$ cat src/rtl/reloadable_counter_if.sv
// Purpose : control/status bundle between push-button/switch logic and the reloadable counter.
// Latency : n/a (wires only).
// Backpressure: none; the counter accepts control inputs on every clock edge.
// Ports   : EN, UP_DN, LOAD_BTN, LOAD_VAL -> counter; COUNT, TC, WRAP <- counter.
//           master = board/control side, slave = counter side.
interface reloadable_counter_if #(
  parameter int unsigned WIDTH = 8
);
  logic             EN;
  logic             UP_DN;
  logic             LOAD_BTN;
  logic [WIDTH-1:0] LOAD_VAL;
  logic [WIDTH-1:0] COUNT;
  logic             TC;
  logic             WRAP;

  modport master (
    output EN, UP_DN, LOAD_BTN, LOAD_VAL,
    input  COUNT, TC, WRAP
  );

  modport slave (
    input  EN, UP_DN, LOAD_BTN, LOAD_VAL,
    output COUNT, TC, WRAP
  );
endinterface

$ cat src/rtl/reloadable_counter.sv
// Purpose : parametrised up/down counter with enable, synchronised one-shot push-button
//           reload (clamped to MAX_VAL), combinational terminal count and a registered wrap pulse.
// Latency : COUNT updates one edge after EN/UP_DN; reload lands SYNC_STAGES edges after the
//           button is first sampled high. Backpressure: none, every edge is accepted.
// Ports   : CLK, RESET_BTN (sync, active-high); bus (slave modport): EN, UP_DN, LOAD_BTN,
//           LOAD_VAL in; COUNT, TC, WRAP out.
// Build option: define SATURATE_EN to make the counter saturate at 0/MAX_VAL (WRAP stays 0).
module reloadable_counter #(
  parameter int unsigned      WIDTH       = 8,
  parameter logic [WIDTH-1:0] MAX_VAL     = {WIDTH{1'b1}},
  parameter logic [WIDTH-1:0] RESET_VAL   = '0,
  parameter int unsigned      SYNC_STAGES = 2
) (
  input  logic               CLK,
  input  logic               RESET_BTN,
  reloadable_counter_if.slave bus
);

  // fill_q counts edges since reset until both the last sync stage and prev hold real
  // button samples. Until then the edge detector is blind, so a button still held
  // through reset cannot masquerade as a fresh press once the zeroed chain refills.
  localparam int unsigned      FILL_W    = $clog2(SYNC_STAGES + 2);
  localparam logic [FILL_W-1:0] FILL_FULL = FILL_W'(SYNC_STAGES + 1);

  logic [SYNC_STAGES-1:0] sync_q, sync_d;
  logic                   prev_q, prev_d;
  logic [FILL_W-1:0]      fill_q, fill_d;
  logic [WIDTH-1:0]       count_q, count_d;
  logic                   wrap_q, wrap_d;

  logic                   load_pulse;
  logic                   out_of_range;
  logic [WIDTH-1:0]       load_val_clamped;

  // With MAX_VAL at all-ones, nothing can exceed it; drop the comparisons entirely.
  generate
    if (MAX_VAL == {WIDTH{1'b1}}) begin : g_full_range
      assign out_of_range     = 1'b0;
      assign load_val_clamped = bus.LOAD_VAL;
    end else begin : g_sub_range
      assign out_of_range     = (count_q > MAX_VAL);
      assign load_val_clamped = (bus.LOAD_VAL > MAX_VAL) ? MAX_VAL : bus.LOAD_VAL;
    end
  endgenerate

  always_comb begin
    sync_d     = {sync_q[SYNC_STAGES-2:0], bus.LOAD_BTN};
    prev_d     = sync_q[SYNC_STAGES-1];
    fill_d     = (fill_q == FILL_FULL) ? fill_q : fill_q + FILL_W'(1);
    load_pulse = sync_q[SYNC_STAGES-1] & ~prev_q & (fill_q == FILL_FULL);

    count_d = count_q;
    wrap_d  = 1'b0;

    if (load_pulse) begin
      count_d = load_val_clamped;
    end else if (bus.EN) begin
      if (out_of_range) begin
        count_d = '0;
      end else if (bus.UP_DN) begin
        if (count_q == MAX_VAL) begin
`ifdef SATURATE_EN
          count_d = MAX_VAL;
`else
          count_d = '0;
          wrap_d  = 1'b1;
`endif
        end else begin
          // count_q < MAX_VAL <= all-ones, so the increment cannot overflow
          count_d = count_q + WIDTH'(1);
        end
      end else begin
        if (count_q == '0) begin
`ifdef SATURATE_EN
          count_d = '0;
`else
          count_d = MAX_VAL;
          wrap_d  = 1'b1;
`endif
        end else begin
          count_d = count_q - WIDTH'(1);
        end
      end
    end
  end

  always_ff @(posedge CLK) begin
    if (RESET_BTN) begin
      sync_q  <= '0;
      prev_q  <= 1'b0;
      fill_q  <= '0;
      count_q <= RESET_VAL;
      wrap_q  <= 1'b0;
    end else begin
      sync_q  <= sync_d;
      prev_q  <= prev_d;
      fill_q  <= fill_d;
      count_q <= count_d;
      wrap_q  <= wrap_d;
    end
  end

  assign bus.COUNT = count_q;
  assign bus.WRAP  = wrap_q;
  assign bus.TC    = bus.UP_DN ? (count_q == MAX_VAL) : (count_q == '0);

endmodule

$ cat src/flat_wrapper.sv
// flat-port wrapper written by rule: the top's interface ports become plain ports
module reloadable_counter_flat 
#(
  parameter int unsigned      WIDTH       = 8,
  parameter logic [WIDTH-1:0] MAX_VAL     = {WIDTH{1'b1}},
  parameter logic [WIDTH-1:0] RESET_VAL   = '0,
  parameter int unsigned      SYNC_STAGES = 2
)
  (CLK, RESET_BTN, bus_EN, bus_UP_DN, bus_LOAD_BTN, bus_LOAD_VAL, bus_COUNT, bus_TC, bus_WRAP);
  reloadable_counter_if #(.WIDTH(WIDTH)) bus_i ();
  input  logic CLK;
  input  logic RESET_BTN;
  input wire logic [$bits(bus_i.EN)-1:0] bus_EN;
  input wire logic [$bits(bus_i.UP_DN)-1:0] bus_UP_DN;
  input wire logic [$bits(bus_i.LOAD_BTN)-1:0] bus_LOAD_BTN;
  input wire logic [$bits(bus_i.LOAD_VAL)-1:0] bus_LOAD_VAL;
  output wire logic [$bits(bus_i.COUNT)-1:0] bus_COUNT;
  output wire logic [$bits(bus_i.TC)-1:0] bus_TC;
  output wire logic [$bits(bus_i.WRAP)-1:0] bus_WRAP;
  assign bus_i.EN = bus_EN;
  assign bus_i.UP_DN = bus_UP_DN;
  assign bus_i.LOAD_BTN = bus_LOAD_BTN;
  assign bus_i.LOAD_VAL = bus_LOAD_VAL;
  assign bus_COUNT = bus_i.COUNT;
  assign bus_TC = bus_i.TC;
  assign bus_WRAP = bus_i.WRAP;
  reloadable_counter #(.WIDTH(WIDTH), .MAX_VAL(MAX_VAL), .RESET_VAL(RESET_VAL), .SYNC_STAGES(SYNC_STAGES)) u_core (.CLK(CLK), .RESET_BTN(RESET_BTN), .bus(bus_i));
endmodule
$ cat config.mk
export PLATFORM = sky130hd
export DESIGN_NAME = reloadable_counter_flat
export DESIGN_NICKNAME = d
export VERILOG_FILES = /design/src/rtl/reloadable_counter_if.sv /design/src/rtl/reloadable_counter.sv /design/src/flat_wrapper.sv
export SDC_FILE = /design/constraint.sdc
export NUM_CORES = 1
export LEC_CHECK = 0
export ABC_AREA = 1
export CAP_MARGIN = 20
export CORE_MARGIN = 10
export CORE_UTILIZATION = 55
export CTS_BUF_LIST = sky130_fd_sc_hd__clkbuf_4 sky130_fd_sc_hd__clkbuf_8
export DETAILED_ROUTE_END_ITERATION = 10
export PLACE_DENSITY = 0.87
export RECOVER_POWER = 100
export SLEW_MARGIN = 20
export SYNTH_ARGS = -nofsm -noshare
export SYNTH_HDL_FRONTEND = slang
export SYNTH_SLANG_ARGS = --single-unit
$ cat constraint.sdc
create_clock -name CLK -period 3.3 [get_ports CLK]
set_clock_uncertainty 0.2 [all_clocks]
set_input_delay 0.825 -clock CLK [delete_from_list [all_inputs] [get_ports CLK]]
set_output_delay 0.825 -clock CLK [all_outputs]
set_load 0.01 [all_outputs]
**Yosys cells after proc, flatten, opt, wreduce, memory -nomap -nowiden**

Cells that the tools add are included.

- Add/sub/neg operators: 3
- Eq/ne operators: 2
- Multiplexer cells: 9
- Bitwise gates (word level): 4
- Reductions and logical operators: 3

Operators with widths:

| cell | number |
|---|---|
| 2-to-1 mux 8 bit | 5 |
| adder 8 x 1 -> 8 bit (second input constant) | 1 |
| == test 8 bit (second input constant) | 1 |
| logical NOT 8 bit | 1 |
| subtractor 8 x 1 -> 8 bit (second input constant) | 1 |
| 2-to-1 mux 1 bit | 4 |
| OR reduction 3 bit | 1 |
| adder 2 x 1 -> 2 bit (second input constant) | 1 |
| bitwise AND 1 bit | 2 |
| == test 2 bit (second input constant) | 1 |
| inverter 1 bit | 2 |
| nonzero test 2 bit | 1 |

- Bits in registers: 14
- Input bits: 13
- Output and inout port bits: 10
- Logic and storage cells: 26

**Logic depth before layout (Yosys ltp)**

- Word-level depth: 5
- Gate-level depth with buffers: 10
- Gate-level depth less buffers: 10

**Least setup slack after synthesis**

No wires, ideal clock.

- Kind: in2out
- From: input port bus_UP_DN
- To: output port bus_TC
- Arrival: 1.441 ns
- Data required time: 2.275 ns
- Slack: 0.834 ns
- Stages on the path: 6
- Path buffers: 1
- Cells stage by stage: buf_2 -> nor2_1 -> nand3_1 -> nor2_4 -> inv_1 -> nand2_1

- Word-level cells in the longest chain between the ends: 1

RTL lines:

| item | RTL line | source |
|---|---|---|
| start, declared | flat_wrapper.sv:14 | `input wire logic [$bits(bus_i.UP_DN)-1:0] bus_UP_DN;` |
| 2-to-1 mux 1 bit | reloadable_counter.sv:105 | `assign bus.TC = bus.UP_DN ? (count_q == MAX_VAL) : (count_q == '0);` |
| end, declared | flat_wrapper.sv:18 | `output wire logic [$bits(bus_i.TC)-1:0] bus_TC;` |

Every way passes these cells.

**Final worst setup path**

Same ends and word-level chain as after synthesis.

==> impl_metrics.ini <==
[status]
run_status = finished clean

[synthesis]
syn-num-nets = 171
postSynthRegisterBits = 14
synth_enable_flop_cells = 0
yosys-top-cells-area = sky130_fd_sc_hd__dfxtp_1 28%, sky130_fd_sc_hd__nand3_1 12%, sky130_fd_sc_hd__nand2_1 9.8%, sky130_fd_sc_hd__inv_1 6.8%, sky130_fd_sc_hd__nor2_1 6.8%
synth.mux.area_fraction_pct = 0
yosys.area_share.adder_pct = 5.02
synthFlopType = sky130_fd_sc_hd__dfxtp_1
mappedNetlistArea_um2 = 997
yosysWarningCount = 0
synth-compound-area-share_pct = 13.8
post_synth_xor_area_fraction_pct = 2.63
synth_area_leader_cell = sky130_fd_sc_hd__dfxtp_1
synthesis.instances = 154
syn_avg_cell_area_um2 = 6.48
yosysMostFrequentCell = sky130_fd_sc_hd__nand2_1
leading_post_synthesis_cells_by_instance_count = 26 x sky130_fd_sc_hd__nand2_1, 23 x sky130_fd_sc_hd__nand3_1, 18 x sky130_fd_sc_hd__inv_1, 18 x sky130_fd_sc_hd__nor2_1, 14 x sky130_fd_sc_hd__dfxtp_1
synthDistinctLibCells = 27
synth_largest_type_area_fraction_pct = 28.1
postSynth.asyncResetShare_pct = 0
largest_family_of_logic_cells_by_synthesized_area = simple AND/OR/NAND/NOR gates
synth_simple_gate_area_share_pct = 41.0
ys_seq_area_share_pct = 28.1

[sta]
slew-limit-headroom_pct = 69.9
clock.fmax_mhz = 336
setup_violations = 0
setup-tns-final_ns = 0
final.period_utilization_pct = 90.1
slew_violations = 0
worst-slew-pin-transition_ns = 0.450
timing.final.crit_period_ns = 2.97
final-hold-violation-count = 0
setup_repair_after_global_routing_missed_its_margin = false

[worst_setup_path]
start_kind = input port
cp.buffers_inverters = 3
worst_ep_required_time_ns = 2.27
crit_path_cell_trace = dlygate4sd3_1, nor2_1, nand3_1, nor2_4, inv_1, nand2_1, dlymetal6s2s_1
reg2reg_slack_ns = 1.20
path_class = input port to primary output
crit_fanout = 2
timing.critical_path.slowest_stage_cell = sky130_fd_sc_hd__dlygate4sd3_1
critPathTopFamily = buffers and inverters
worstPathArrival_ns = 1.95
critical_path_cell_count = 7
crit_path_max_incr_delay_ns = 0.55
setup.worst_path.end_class = primary output
worst_reg_to_reg_path_cell_count = 11

[clock_network]
tritoncts = built
number_of_h_tree_levels = 1
clk_pin_slew_ns = 0.08
numCtsBuffers = 3
insertion_delay_ns = 0.27
ctsRootBufferMaster = sky130_fd_sc_hd__clkbuf_4
post-cts-setup-buffers = 0
cts_sinks = 14
ctsLongestPathBuffers = 2

[placement]
detailedPlacementHpwl_mm = 2.12
final_estimated_routing_congestion_in_global_placement = 0.943
dpl-instance-area_um2 = 1260
buffer_ports.inserted = 22

[pwr]
share_seq_of_total_power_pct = 42.0
netSwitchingPower_uw = 180
power.clock.fraction_pct = 23.2
worst_ir_drop_vdd_mv = 0.354
switching_share_pct = 35.0
power.static_leakage_uw = 0.000595
cell_internal_pwr_uw = 335
power.share.combinational_pct = 34.8
power_density_nw_per_um2 = 402

[layout]
stdcell_area_um2 = 1280
drive_above_1_share_pct = 10.0
number_of_fill_cells = 141
antenna_diode_count = 0
layout-area-overhead-vs-synth_pct = 28.5
final_util_pct = 74.2
nets = 198

[route]
ant_nets = 0
detailroute.via_count = 1061
drc_errors = 0
route.detailed.vias_per_inst = 5.18
wl_per_cell_um = 12.8
drt-total-wl_mm = 2.62
detail_route.iter0.violations = 24
drt_pass1_iterations = 4

[min_path]
min_delay_path_depth = 2
holdCritPathClass = flop to flop

[floorplan]
initial_core_util_pct = 57.8
fp.dieArea_um2 = 3920
top_level_ports = 23
std_cell_rows = 15
die_h_um = 62.6
die_width_um = 62.6
core_area_um2 = 1730

[global_routing]
wire_length_of_the_first_global_routing_pass_mm = 4.67
grt_start_max_net_pins = 12
grt_antenna_before_repair = 0
first_global_vias = 1089
gr-total-overflow = 0
grt_util_all_layers_pct = 13.7

[run]
max_cap_violations = 0
-- area by class of cell --
class / instances / area (um2) / share of cell area (%)
repair buffers: 25 / 238 / 18.6
well taps: 25 / 31.3 / 2.44
clock buffers: 4 / 36.3 / 2.83
flip-flops and latches: 14 / 280 / 21.9
multi-input cells: 116 / 616 / 48.0
inverters: 21 / 80.1 / 6.25
-- power groups by stage --
stage	Combinational (uW)	Sequential (uW)	Clock (uW)
2_1_floorplan	118	216	0
6_report	179	216	119
4_1_cts	188	216	122
5_1_grt	205	220	129
3_5_place_dp	186	220	0
3_3_place_gp	181	219	0
-- repair_timing --
| item | CTS | global route |
|---|---|---|
| hold endpoints to repair | 0 | 0 |
| setup endpoints to repair | 0 | 1 |
| hold buffers | 0 | 0 |
| gates resized for setup | 0 | 1 |
-- per-stage QoR --
stage / setup WS (ns) / instances / total power (uW) / hold slack [ns]
floorplan: 0.834 / 154 / 335 / 0.188
global placement: 0.0634 / 201 / 400 / 0.202
detailed placement: 0.0682 / 201 / 406 / 0.198
CTS: 0.0496 / 205 / 526 / 0.235
global route: 0.215 / 205 / 554 / 0.257
finish: 0.325 / 205 / 515 / 0.226
-- tightest hold or removal path, delay by kind of cell, from the launching register on --
kind          cells  cell delay [ns]
simple gates      1             0.03
buf+inv           1             0.05
flops             1             0.31
-- final timing paths --
| check | startpoint | end |
|---|---|---|
| worst min register to register | u_core.sync_q[0] | u_core.sync_q[1] |
| worst min-delay path | u_core.sync_q[0] | u_core.sync_q[1] |
| worst max register to register | u_core.bus.COUNT[1] | u_core.bus.COUNT[7] |
| worst max-delay path | bus_UP_DN | bus_TC |
-- flip-flops by register name, summed over array words and instances, names as in the netlist --
| signal | count |
|---|---|
| u_core.prev_q | 1 |
| u_core.sync_q | 2 |
| u_core.bus.WRAP | 1 |
| u_core.fill_q | 2 |
| u_core.bus.COUNT | 8 |
-- per-layer routing --
metal	vias to the layer above	track usage, %	share of wire (%)
met5	-	0	0
met4	0	5.87	0.53
met3	2	1.79	4.0
met2	21	25.4	53
met1	482	15.0	43
li1	556	-	-
-- cells by family (layout without fill, tap and decap cells) --
kind of cell	after synthesis	count (layout)
flops	14	14
simple gates	83	83
compound gates	26	26
buf+inv	24	50
fa+ha+maj	4	4
xor+xnor	3	3
-- layout by cell type (no fill, tap or decap), drive strengths merged, types with 4 or more instances in the layout --
cell type / synthesis / final
nand3: 23 / 23
dfxtp: 14 / 14
o21ai: 14 / 14
dlygate4sd3: 0 / 11
inv: 20 / 20
clkbuf: 1 / 7
nor2: 24 / 24
nand2: 28 / 28
or2: 4 / 4
clkdlybuf4s50: 0 / 10
ha: 4 / 4
a21oi: 10 / 10
Note: power is estimated with default switching activity, not from simulation.
==> patch: new RTL, config.mk and constraints unchanged <==
Make the reset (`RESET_BTN`) asynchronous in one clocked block.
--- a/src/rtl/reloadable_counter.sv
+++ b/src/rtl/reloadable_counter.sv
@@ -84,7 +84,7 @@
     end
   end
 
-  always_ff @(posedge CLK) begin
+  always_ff @(posedge CLK or posedge RESET_BTN) begin
     if (RESET_BTN) begin
       sync_q  <= '0;
       prev_q  <= 1'b0;
Check against the original RTL: differs if RESET_BTN is asserted again (counterexample within 4 cycles, from zero or initial values and one cycle with RESET_BTN high); with RESET_BTN held inactive, the same outputs for 10 cycles.
==> patch against the original RTL <==
- final area increased by 13%
- area after synthesis increased by 19%
- worst setup slack got worse by 200 ps
- wire length increased by 12%
- count of clock-buffer cells in the layout unchanged
- sequential cell count unchanged
- register-to-register slack got worse by 730 ps
- power increased by 36%
- critical path depth decreased by 2
==> patch: results <==
export IMPL_outcome="complete, no violations"
export IMPL_ys_seq_area_share_pct=29.47
export IMPL_place_inst=215
export IMPL_peakVddDrop_mv=0.3705
export IMPL_hpwl_um=2408
export IMPL_synth_adder_area_share_pct=4.211
export IMPL_grt_pass1_wl_um=4968
export IMPL_grt_use_total_pct=14.03
export IMPL_placed_area_mm2=0.001419
export IMPL_drive_above_1_share_pct=17.19
export IMPL_muxShareOfSynthArea_pct=0
export IMPL_pre_cts_ws_ps=126.3
export IMPL_routedWlPerCell_um=13.34
export IMPL_drt_iter0_drc=80
export IMPL_synth_xor_area_share_pct=2.211
export IMPL_async_flop_share_pct=100.0
export IMPL_gp_congestion=0.9343
export IMPL_path_delay_family="buffers and inverters"
export IMPL_grt_pass1_vias=1142
export IMPL_num_nets_final=210
export IMPL_worstPathMaxFanout=3
export IMPL_cts_clk_slew_worst_paths_ps=80
export IMPL_drt_wl_total_um=2921
export IMPL_synth_cell_types=28
export IMPL_synth_commonest_cells="nand2_1 (53), nand3_1 (21), dfrtp_1 (14)"
export IMPL_antenna_found_initial=0
export IMPL_syn_avg_cell_area_um2=7.075
export IMPL_slowest_stage="clkdlybuf4s50_1"
export IMPL_leakagePower_nw=0.7420
export IMPL_grt_max_degree=15
export IMPL_cts_resized_gates=0
export IMPL_synth_compound_area_share_pct=9.579
export IMPL_synth_ff_type="dfrtp_1"
export IMPL_worst_slew_pin_slew_ps=572.3
export IMPL_vias_per_cell=5.187
export IMPL_fill_cells=160
export IMPL_clock_latency_ps=290
export IMPL_synth_area_leaders="dfrtp_1 (29%), nand2_1 (17%), nand3_1 (8.8%), ha_1 (4.2%), inv_1 (3.8%)"
export IMPL_fin_tns_setup_ps=0
export IMPL_syn_num_nets=185
export IMPL_drv_slew=0
-- patch: final cells by class --
class	count	area [um^2]	share of cell area, %
Clock buffer	4	36.28	2.513
Inverter	22	86.33	5.979
Multi-Input combinational cell	126	686.9	47.57
Sequential cell	14	350.3	24.26
Tap cell	27	33.78	2.340
Timing Repair Buffer	26	250.2	17.33
-- patch: path summary, 6_finish.rpt --
| kind | from | endpoint | slack (ps) | cells past startpoint |
|---|---|---|---|---|
| worst max-delay path | bus_UP_DN | bus_TC | 130 | 5 |
| worst min-delay path | u_core.sync_q[1]$_DFF_PP0_ | u_core.prev_q$_DFF_PP0_ | 180 | 0 |
| worst max register to register | u_core.fill_q[0]$_DFFE_PP0P_ | u_core.bus.COUNT[6]$_DFFE_PP0P_ | 470 | 11 |
| worst min register to register | u_core.sync_q[1]$_DFF_PP0_ | u_core.prev_q$_DFF_PP0_ | 180 | 0 |
| max in group asynchronous | RESET_BTN | u_core.bus.COUNT[5]$_DFFE_PP0P_ | 1730 | 2 |
| min in group asynchronous | RESET_BTN | u_core.sync_q[0]$_DFF_PP0_ | 810 | 2 |
-- patch: report_power, final --
group          internal, mW  leakage (nW)  switching [mW]
Combinational         0.137         0.557           0.173
Sequential            0.196         0.164          0.0680
Clock                0.0672        0.0210          0.0591
Total                 0.399         0.742           0.300
-- patch: metal layers --
| metal | wire (um) | vias up | global-route usage [%] |
|---|---|---|---|
| met5 | 0 | - | 0 |
| met4 | 27 | 0 | 4.188 |
| met3 | 182 | 3 | 4.013 |
| met2 | 1461 | 26 | 24.04 |
| met1 | 1250 | 528 | 16.46 |
| li1 | - | 579 | - |
